`config.mk`:
```
export PLATFORM = sky130hd
export DESIGN_NAME = rom_sel_ctl
export DESIGN_NICKNAME = d
export VERILOG_FILES = /design/src/rtl/rom_sel_ctl_pkg.sv /design/src/rtl/rom_sel_ctl_word_timer.sv /design/src/rtl/rom_sel_ctl.sv
export SDC_FILE = /design/constraint.sdc
export NUM_CORES = 1
export LEC_CHECK = 0
export CAP_MARGIN = 20
export CORE_MARGIN = 3
export CORE_UTILIZATION = 45
export CTS_CLUSTER_DIAMETER = 200
export CTS_CLUSTER_SIZE = 16
export DETAILED_ROUTE_END_ITERATION = 12
export PLACE_DENSITY_LB_ADDON = 0.12
export SYNTH_ARGS = -nofsm -noshare
export SYNTH_HDL_FRONTEND = slang
export SYNTH_SLANG_ARGS = --single-unit
export TNS_END_PERCENT = 1
```
`constraint.sdc`:
```
create_clock -name cph2 -period 2.08 [get_ports cph2]
set_input_delay 0.52 -clock cph2 [delete_from_list [all_inputs] [get_ports cph2]]
set_output_delay 0.52 -clock cph2 [all_outputs]
set_load 0.01 [all_outputs]
```
`src/rtl/rom_sel_ctl_pkg.sv`:
```
// Shared word-timing constants and select-opcode decode, common to the ROM select
// controller and the CTC that drives the serial buses.
package rom_sel_ctl_pkg;

  localparam int unsigned BCNT_W = 6;
  typedef logic [BCNT_W-1:0] bcnt_t;

  localparam bcnt_t T_SEL       = 6'd19;
  localparam bcnt_t T_ADDR_LO   = 6'd20;
  localparam bcnt_t T_ADDR_HI   = 6'd27;
  localparam bcnt_t T_ADDR_VLD  = 6'd28;
  localparam bcnt_t T_SYNC      = 6'd45;
  localparam bcnt_t T_INSTR_HI  = 6'd54;
  localparam bcnt_t T_DECODE    = 6'd55;
  localparam bcnt_t T_SYNC_LOAD = T_SYNC + 6'd1;

  localparam logic [6:0] OP_SEL_IMM = 7'b0010000;
  localparam logic [6:0] OP_SEL_DLY = 7'b0110100;
  localparam logic [1:0] OP_JSB     = 2'b01;

  typedef enum logic [1:0] {
    DEC_NONE,
    DEC_SEL_IMM,
    DEC_SEL_DLY,
    DEC_JSB
  } dec_e;

  typedef struct packed {
    logic [2:0] n;
    logic [6:0] op;
  } instr_t;

  // The select opcodes take priority; JSB is only recognised on the low two bits.
  function automatic dec_e decode(input instr_t i);
    if (i.op == OP_SEL_IMM)      return DEC_SEL_IMM;
    else if (i.op == OP_SEL_DLY) return DEC_SEL_DLY;
    else if (i.op[1:0] == OP_JSB) return DEC_JSB;
    else                          return DEC_NONE;
  endfunction

endpackage

```
`src/rtl/rom_sel_ctl_word_timer.sv`:
```
// Word bit counter (T0..T55) realigned on every sync rising edge, plus the lock
// flag that says whether that edge landed where the counter expected it.
module word_timer
  import rom_sel_ctl_pkg::*;
(
  input  logic       clk,
  input  logic       rst,
  input  logic       sync,
  output logic [5:0] bcnt,
  output logic [5:0] bcnt_nxt,
  output logic       locked
);

  logic  sync_q, sync_d;
  logic  locked_q, locked_d;
  bcnt_t bcnt_q, bcnt_d;
  logic  sync_rise;

  assign sync_rise = sync & ~sync_q;

  // NOTE: every always_comb output gets a default first so no latch is inferred.
  always_comb begin
    sync_d   = sync;
    locked_d = locked_q;
    bcnt_d   = (bcnt_q == T_DECODE) ? '0 : bcnt_q + 6'd1;
    if (sync_rise) begin
      bcnt_d   = T_SYNC_LOAD;
      locked_d = (bcnt_q == T_SYNC);
    end
  end

  // NOTE: non-blocking assignments so every flop samples pre-edge values.
  always_ff @(posedge clk or posedge rst) begin
    if (rst) begin
      sync_q   <= 1'b0;
      locked_q <= 1'b0;
      bcnt_q   <= '0;
    end else begin
      sync_q   <= sync_d;
      locked_q <= locked_d;
      bcnt_q   <= bcnt_d;
    end
  end

  assign bcnt     = bcnt_q;
  assign bcnt_nxt = bcnt_d;
  assign locked   = locked_q;

endmodule

```
`src/rtl/rom_sel_ctl.sv`:
```
// ROM chip select controller: decodes immediate/delayed select instructions from the
// serial instruction bus and captures the serial ROM address each word.
module rom_sel_ctl
  import rom_sel_ctl_pkg::*;
#(
  parameter int N_ROM = 8
) (
  input  logic       cph2,
  input  logic       pon,
  input  logic       sync,
  input  logic       is,
  input  logic       ia,
  output logic [7:0] rom_en,
  output logic [7:0] is_drv_en,
  output logic [7:0] rom_addr,
  output logic       addr_vld,
  output logic       locked,
  output logic       sel_pend
);

  logic [5:0] bcnt, bcnt_nxt;

  word_timer u_word_timer (
    .clk      (cph2),
    .rst      (pon),
    .sync     (sync),
    .bcnt     (bcnt),
    .bcnt_nxt (bcnt_nxt),
    .locked   (locked)
  );

  instr_t     instr_q, instr_d;
  logic [7:0] addr_sh_q, addr_sh_d;
  logic [7:0] rom_addr_q, rom_addr_d;
  logic       addr_vld_q, addr_vld_d;
  logic [7:0] rom_en_q, rom_en_d;
  logic [2:0] next_rom_q, next_rom_d;
  logic       sched_q, sched_d;
  logic [2:0] dly_rom_q, dly_rom_d;
  logic       sel_pend_q, sel_pend_d;
  logic       in_instr_win, in_addr_win;

  function automatic logic sel_ok(input logic [2:0] n);
    return int'(n) < N_ROM;
  endfunction

  assign in_instr_win = (bcnt >= T_SYNC) && (bcnt <= T_INSTR_HI);
  assign in_addr_win  = (bcnt >= T_ADDR_LO) && (bcnt <= T_ADDR_HI);

  always_comb begin
    instr_d    = instr_q;
    addr_sh_d  = addr_sh_q;
    rom_addr_d = rom_addr_q;
    addr_vld_d = 1'b0;
    rom_en_d   = rom_en_q;
    next_rom_d = next_rom_q;
    sched_d    = sched_q;
    dly_rom_d  = dly_rom_q;
    sel_pend_d = sel_pend_q;

    if (in_instr_win) instr_d = instr_t'({is, instr_q[9:1]});
    if (in_addr_win)  addr_sh_d = {ia, addr_sh_q[7:1]};

    // Last address bit arrives at T27, so the shifted value is published entering T28.
    if (locked && bcnt_nxt == T_ADDR_VLD) begin
      rom_addr_d = addr_sh_d;
      addr_vld_d = 1'b1;
    end

    if (locked && bcnt == T_DECODE) begin
      unique case (decode(instr_q))
        DEC_SEL_IMM: if (sel_ok(instr_q.n)) begin
          next_rom_d = instr_q.n;
          sched_d    = 1'b1;
          sel_pend_d = 1'b0;
        end
        DEC_SEL_DLY: if (sel_ok(instr_q.n)) begin
          dly_rom_d  = instr_q.n;
          sel_pend_d = 1'b1;
        end
        DEC_JSB: if (sel_pend_q) begin
          next_rom_d = dly_rom_q;
          sched_d    = 1'b1;
          sel_pend_d = 1'b0;
        end
        default: ;
      endcase
    end

    // Switch on entry to T19 so the whole address phase and fetch see the new ROM.
    if (sched_q && bcnt_nxt == T_SEL) begin
      rom_en_d = 8'b1 << next_rom_q;
      sched_d  = 1'b0;
    end
  end

  always_ff @(posedge cph2 or posedge pon) begin
    if (pon) begin
      instr_q    <= '0;
      addr_sh_q  <= '0;
      rom_addr_q <= '0;
      addr_vld_q <= 1'b0;
      rom_en_q   <= 8'h01;
      next_rom_q <= '0;
      sched_q    <= 1'b0;
      dly_rom_q  <= '0;
      sel_pend_q <= 1'b0;
    end else begin
      instr_q    <= instr_d;
      addr_sh_q  <= addr_sh_d;
      rom_addr_q <= rom_addr_d;
      addr_vld_q <= addr_vld_d;
      rom_en_q   <= rom_en_d;
      next_rom_q <= next_rom_d;
      sched_q    <= sched_d;
      dly_rom_q  <= dly_rom_d;
      sel_pend_q <= sel_pend_d;
    end
  end

  assign rom_en    = rom_en_q;
  assign is_drv_en = (locked && in_instr_win) ? rom_en_q : '0;
  assign rom_addr  = rom_addr_q;
  assign addr_vld  = addr_vld_q;
  assign sel_pend  = sel_pend_q;

endmodule

```
==> reports/results.tsv <==
stage	metric	value	unit
sta	fmax	457	MHz
run_status	failing checks	setup timing	
route	final wirelength	4580	um
yosys	Post-Synth Adder-Cell Area	0.0263	
worst_setup_path	CP Cell Sequence	inv_2, ha_2, nor2b_4, o32ai_4, buf_6, and3_1, buf_2	
power	sequential share of power	0.393	
die	die area	6190	um2
power	sw power	0.00110	W
power	Tot Pwr	0.00346	W
clock_tree	clock sinks	51	
clock_tree	CTS max path bufs	2	
yosys	post-synthesis cell type count	36	
clock_tree	H-tree levels	2	
yosys	Post-Synth Simple-Gate Area	0.160	
global_route	GR met2 Demand/Resource	0.284	
sta	setup violators final	16	
route	residual DRC count	0	
global_route	gr ovfl total	0	
worst_setup_path	Data arrival, critical path	1.67	ns
sta	max_slew headroom	0.643	
finish	commonest non-fill, non-tap cells in the layout	dfrtp_1, mux2_2, clkdlybuf4s50_1	
route	Initial DRC Count	42	
finish	Area Growth Syn to Fin	32.6	%
global_route	GRT met1 Usage	0.208	
power	Clk pwr share	0.228	
clock_tree	Reg clk slew, reported paths	0.09	ns
route	detailed-route via count	1507	
sta	Final Max Slew Viols	0	
die	cell row count	25	
placement	DP HPWL	3190	um
yosys	post-synthesis sequential area ratio	0.538	
placement	pre-CTS WS	-0.238	ns
worst_setup_path	crit-path max FO	5	
global_route	gr usage total	0.168	
sta	unrepaired setup endpoints after global routing	yes	
route	DR pass1 iterations	4	
route	post-route ant nets	0	
global_route	met3 Use GR	0.0401	
yosys	Synth Area per Inst	13.3	um2
power	logic gate share of total power	0.379	
clock_tree	CTS tree	done	
global_route	largest net degree at the start of global routing	27	
yosys	#FFs+latches synth	51	
worst_setup_path	Worst Path Buf+Inv	3	
yosys	Post-Syn Area	2380	um2
yosys	post-synthesis mux area share	0.204	
clock_tree	Num CTS Buffers	5	
die	Starting Density	0.484	
global_route	number of global-route vias before repair	1743	
global_route	initial antenna violation count	0	
worst_setup_path	slowest stage cell, crit path	dfrtp_2	
finish	Antenna Cells	0	
die	Core ar.	4910	um2
die	die height	78.7	um
finish	Post-layout nets	237	
global_route	most crowded layer after global routing	met2	
worst_setup_path	CP delay by family, top	flip-flops	
power	P_leak	1.46	nW
die	Die X	78.7	um
sta	fin worst setup slack	-0.106	ns
power	Switching Share	0.318	
worst_setup_path	Worst Setup SP	u_word_timer.bcnt[1]$_DFF_PP0_	
placement	GP Congestion	0.859	
power	Pint	0.00236	W
finish	most common cell after layout, fill and taps aside	dfrtp_1	
clock_tree	Post-CTS Hold Buffers	0	
worst_setup_path	Crit Path Category	reg -> out	
sta	worst slew pin tran	0.534	ns
route	WL/cell	15.5	um
sta	part of the cycle the worst path needs	1.05	
power	worst vdd ir	0.768	mV
clock_tree	Root Driver	clkbuf_8	
sta	Clock Skew	0.00600	ns
die	num ports	32	
finish	layout cell share with drive strength beyond 1	0.500	
worst_setup_path	critical path launch point type	flop	
worst_setup_path	CP required	1.56	ns
yosys	xor-xnor portion of the synthesized cell area	0.0147	
clock_tree	worst skew pair latency	0.30	ns
run_status	status	finished with violations	
yosys	largest family of logic cells by synthesized area	multiplexers	
hold_path	Hold Path Class	in -> async	
yosys	synth warn	0	
sta	Final Critical Period	2.19	ns
worst_setup_path	CP endpoint kind	output port	
global_route	first-pass GRT wire length	8210	um
route	vias per inst	5.11	
job	max_cap viols	0	
yosys	net count after synthesis	188	
sta	final-report hold violation count	0	
worst_setup_path	R2R Path Start	u_word_timer.bcnt[1]$_DFF_PP0_	
yosys	Compound-Gate Fraction of Synth Area	0.0358	
worst_setup_path	Largest stage delay, worst path	0.45	ns
power	Power Dens Cells	1100	nW/um2
placement	IO Port Bufs	31	
yosys	Post-Syn Instances	178	
==> cells in the mapped netlist <==
cell type | count | area share
nor2_1 | 7 | 0.011
nand3_2 | 1 | 0.0042
nor3_1 | 2 | 0.0042
nand3_1 | 1 | 0.0021
nand2b_1 | 3 | 0.0079
nand2_1 | 10 | 0.016
and4b_1 | 1 | 0.0042
o32ai_2 | 1 | 0.0068
nand4_2 | 1 | 0.0053
and4_4 | 1 | 0.0047
nor2b_4 | 1 | 0.0058
o21ai_2 | 1 | 0.0037
and3b_1 | 1 | 0.0037
nor2b_1 | 5 | 0.013
nand3_4 | 1 | 0.0074
ha_1 | 5 | 0.026
o21ai_0 | 4 | 0.0084
mux2_2 | 43 | 0.20
nand2_2 | 1 | 0.0026
a21oi_1 | 1 | 0.0021
nor4_4 | 2 | 0.018
xnor2_1 | 2 | 0.0074
clkbuf_1 | 5 | 0.0079
nand4b_1 | 1 | 0.0037
nor3_2 | 1 | 0.0042
buf_4 | 1 | 0.0032
and3_1 | 9 | 0.024
inv_1 | 4 | 0.0063
a2111oi_4 | 1 | 0.012
buf_2 | 2 | 0.0042
xor2_1 | 2 | 0.0074
o21a_1 | 1 | 0.0032
dfstp_2 | 1 | 0.011
or4b_4 | 1 | 0.0058
nor3b_1 | 4 | 0.013
dfrtp_1 | 50 | 0.53
==> worst reg2reg max path, stage by stage (launching register included) <==
cell	delay, ns
dfrtp_2	0.45
buf_6	0.13
buf_4	0.14
ha_2	0.17
nor2b_2	0.15
nor3b_2	0.18
o21ai_2	0.09
buf_12	0.14
mux2_2	0.28
mux2_2	0.26
==> kinds of logic after synthesis <==
group           count (synthesis)
compound gates                  9
xor+xnor                        4
fa+ha+maj                       5
buf+inv                        12
flops                          51
mux                            43
simple gates                   54
==> what timing repair did <==
| item | 4_1_cts | 5_1_grt |
|---|---|---|
| setup endpoints to repair | 24 | 31 |
| endpoints found under the hold margin | 0 | 0 |
| pin swaps | 8 | 4 |
| buffers inserted | 6 | 0 |
| cloned | 0 | 0 |
| resized for setup | 46 | 21 |
==> final cells by class <==
class	count	area, um2
clock buffer	6	72.6
clock inverter	2	60.1
fill	375	1760
inverter	4	15.0
multi-input combinational	115	1160
sequential	51	1280
tap	67	83.8
timing repair buffer	50	475
==> flip-flops by register name, summed over array words and instances (netlist names) <==
signal,flops
instr_q,10
addr_sh_q,8
rom_addr,8
rom_en,8
u_word_timer.bcnt,6
dly_rom_q,3
next_rom_q,3
addr_vld,1
sched_q,1
sel_pend,1
u_word_timer.locked,1
u_word_timer.sync_q,1
==> per-layer routing <==
metal	vias up	share of wire
met5	-	0
met4	0	0.019
met3	8	0.029
met2	20	0.52
met1	764	0.43
li1	715	-
==> final timing paths <==
kind / to / slack (ns) / cells after the start
min in group cph2: addr_sh_q[0]$_DFF_PP0_ / 0.50 / 1
min: instr_q[5]$_DFFE_PP0P_ / 0.50 / 2
max reg2reg: rom_addr[4]$_DFFE_PP0P_ / -0.04 / 9
min reg2reg: addr_sh_q[0]$_DFF_PP0_ / 0.50 / 1
max: is_drv_en[2] / -0.11 / 7
max in group asynchronous: rom_en[0]$_DFFE_PP1P_ / 1.04 / 3
==> stage by stage <==
| step | hold slack (ns) | TNS [ns] | area (um2) | util | instances |
|---|---|---|---|---|---|
| finish | 0.500 | -0.952 | 3150 | 0.642 | 295 |
| global route | 0.523 | -2.29 | 3150 | 0.642 | 295 |
| CTS | 0.501 | -2.00 | 3050 | 0.620 | 295 |
| detailed placement | 0.485 | -3.35 | 2860 | 0.581 | 281 |
| global placement | 0.479 | -2.25 | 2860 | 0.581 | 281 |
| floorplan | 0.457 | 0 | 2390 | - | 178 |
==> power by group through the flow <==
stage | registers (W) | clock network [W] | logic, W
after floorplan | 0.00132 | 0 | 0.000793
after global placement | 0.00135 | 0 | 0.000988
after detailed placement | 0.00137 | 0 | 0.00103
after CTS | 0.00136 | 0.000816 | 0.00118
after global routing | 0.00139 | 0.000859 | 0.00142
final | 0.00136 | 0.000789 | 0.00131
Power figures use the tool's default switching activity.
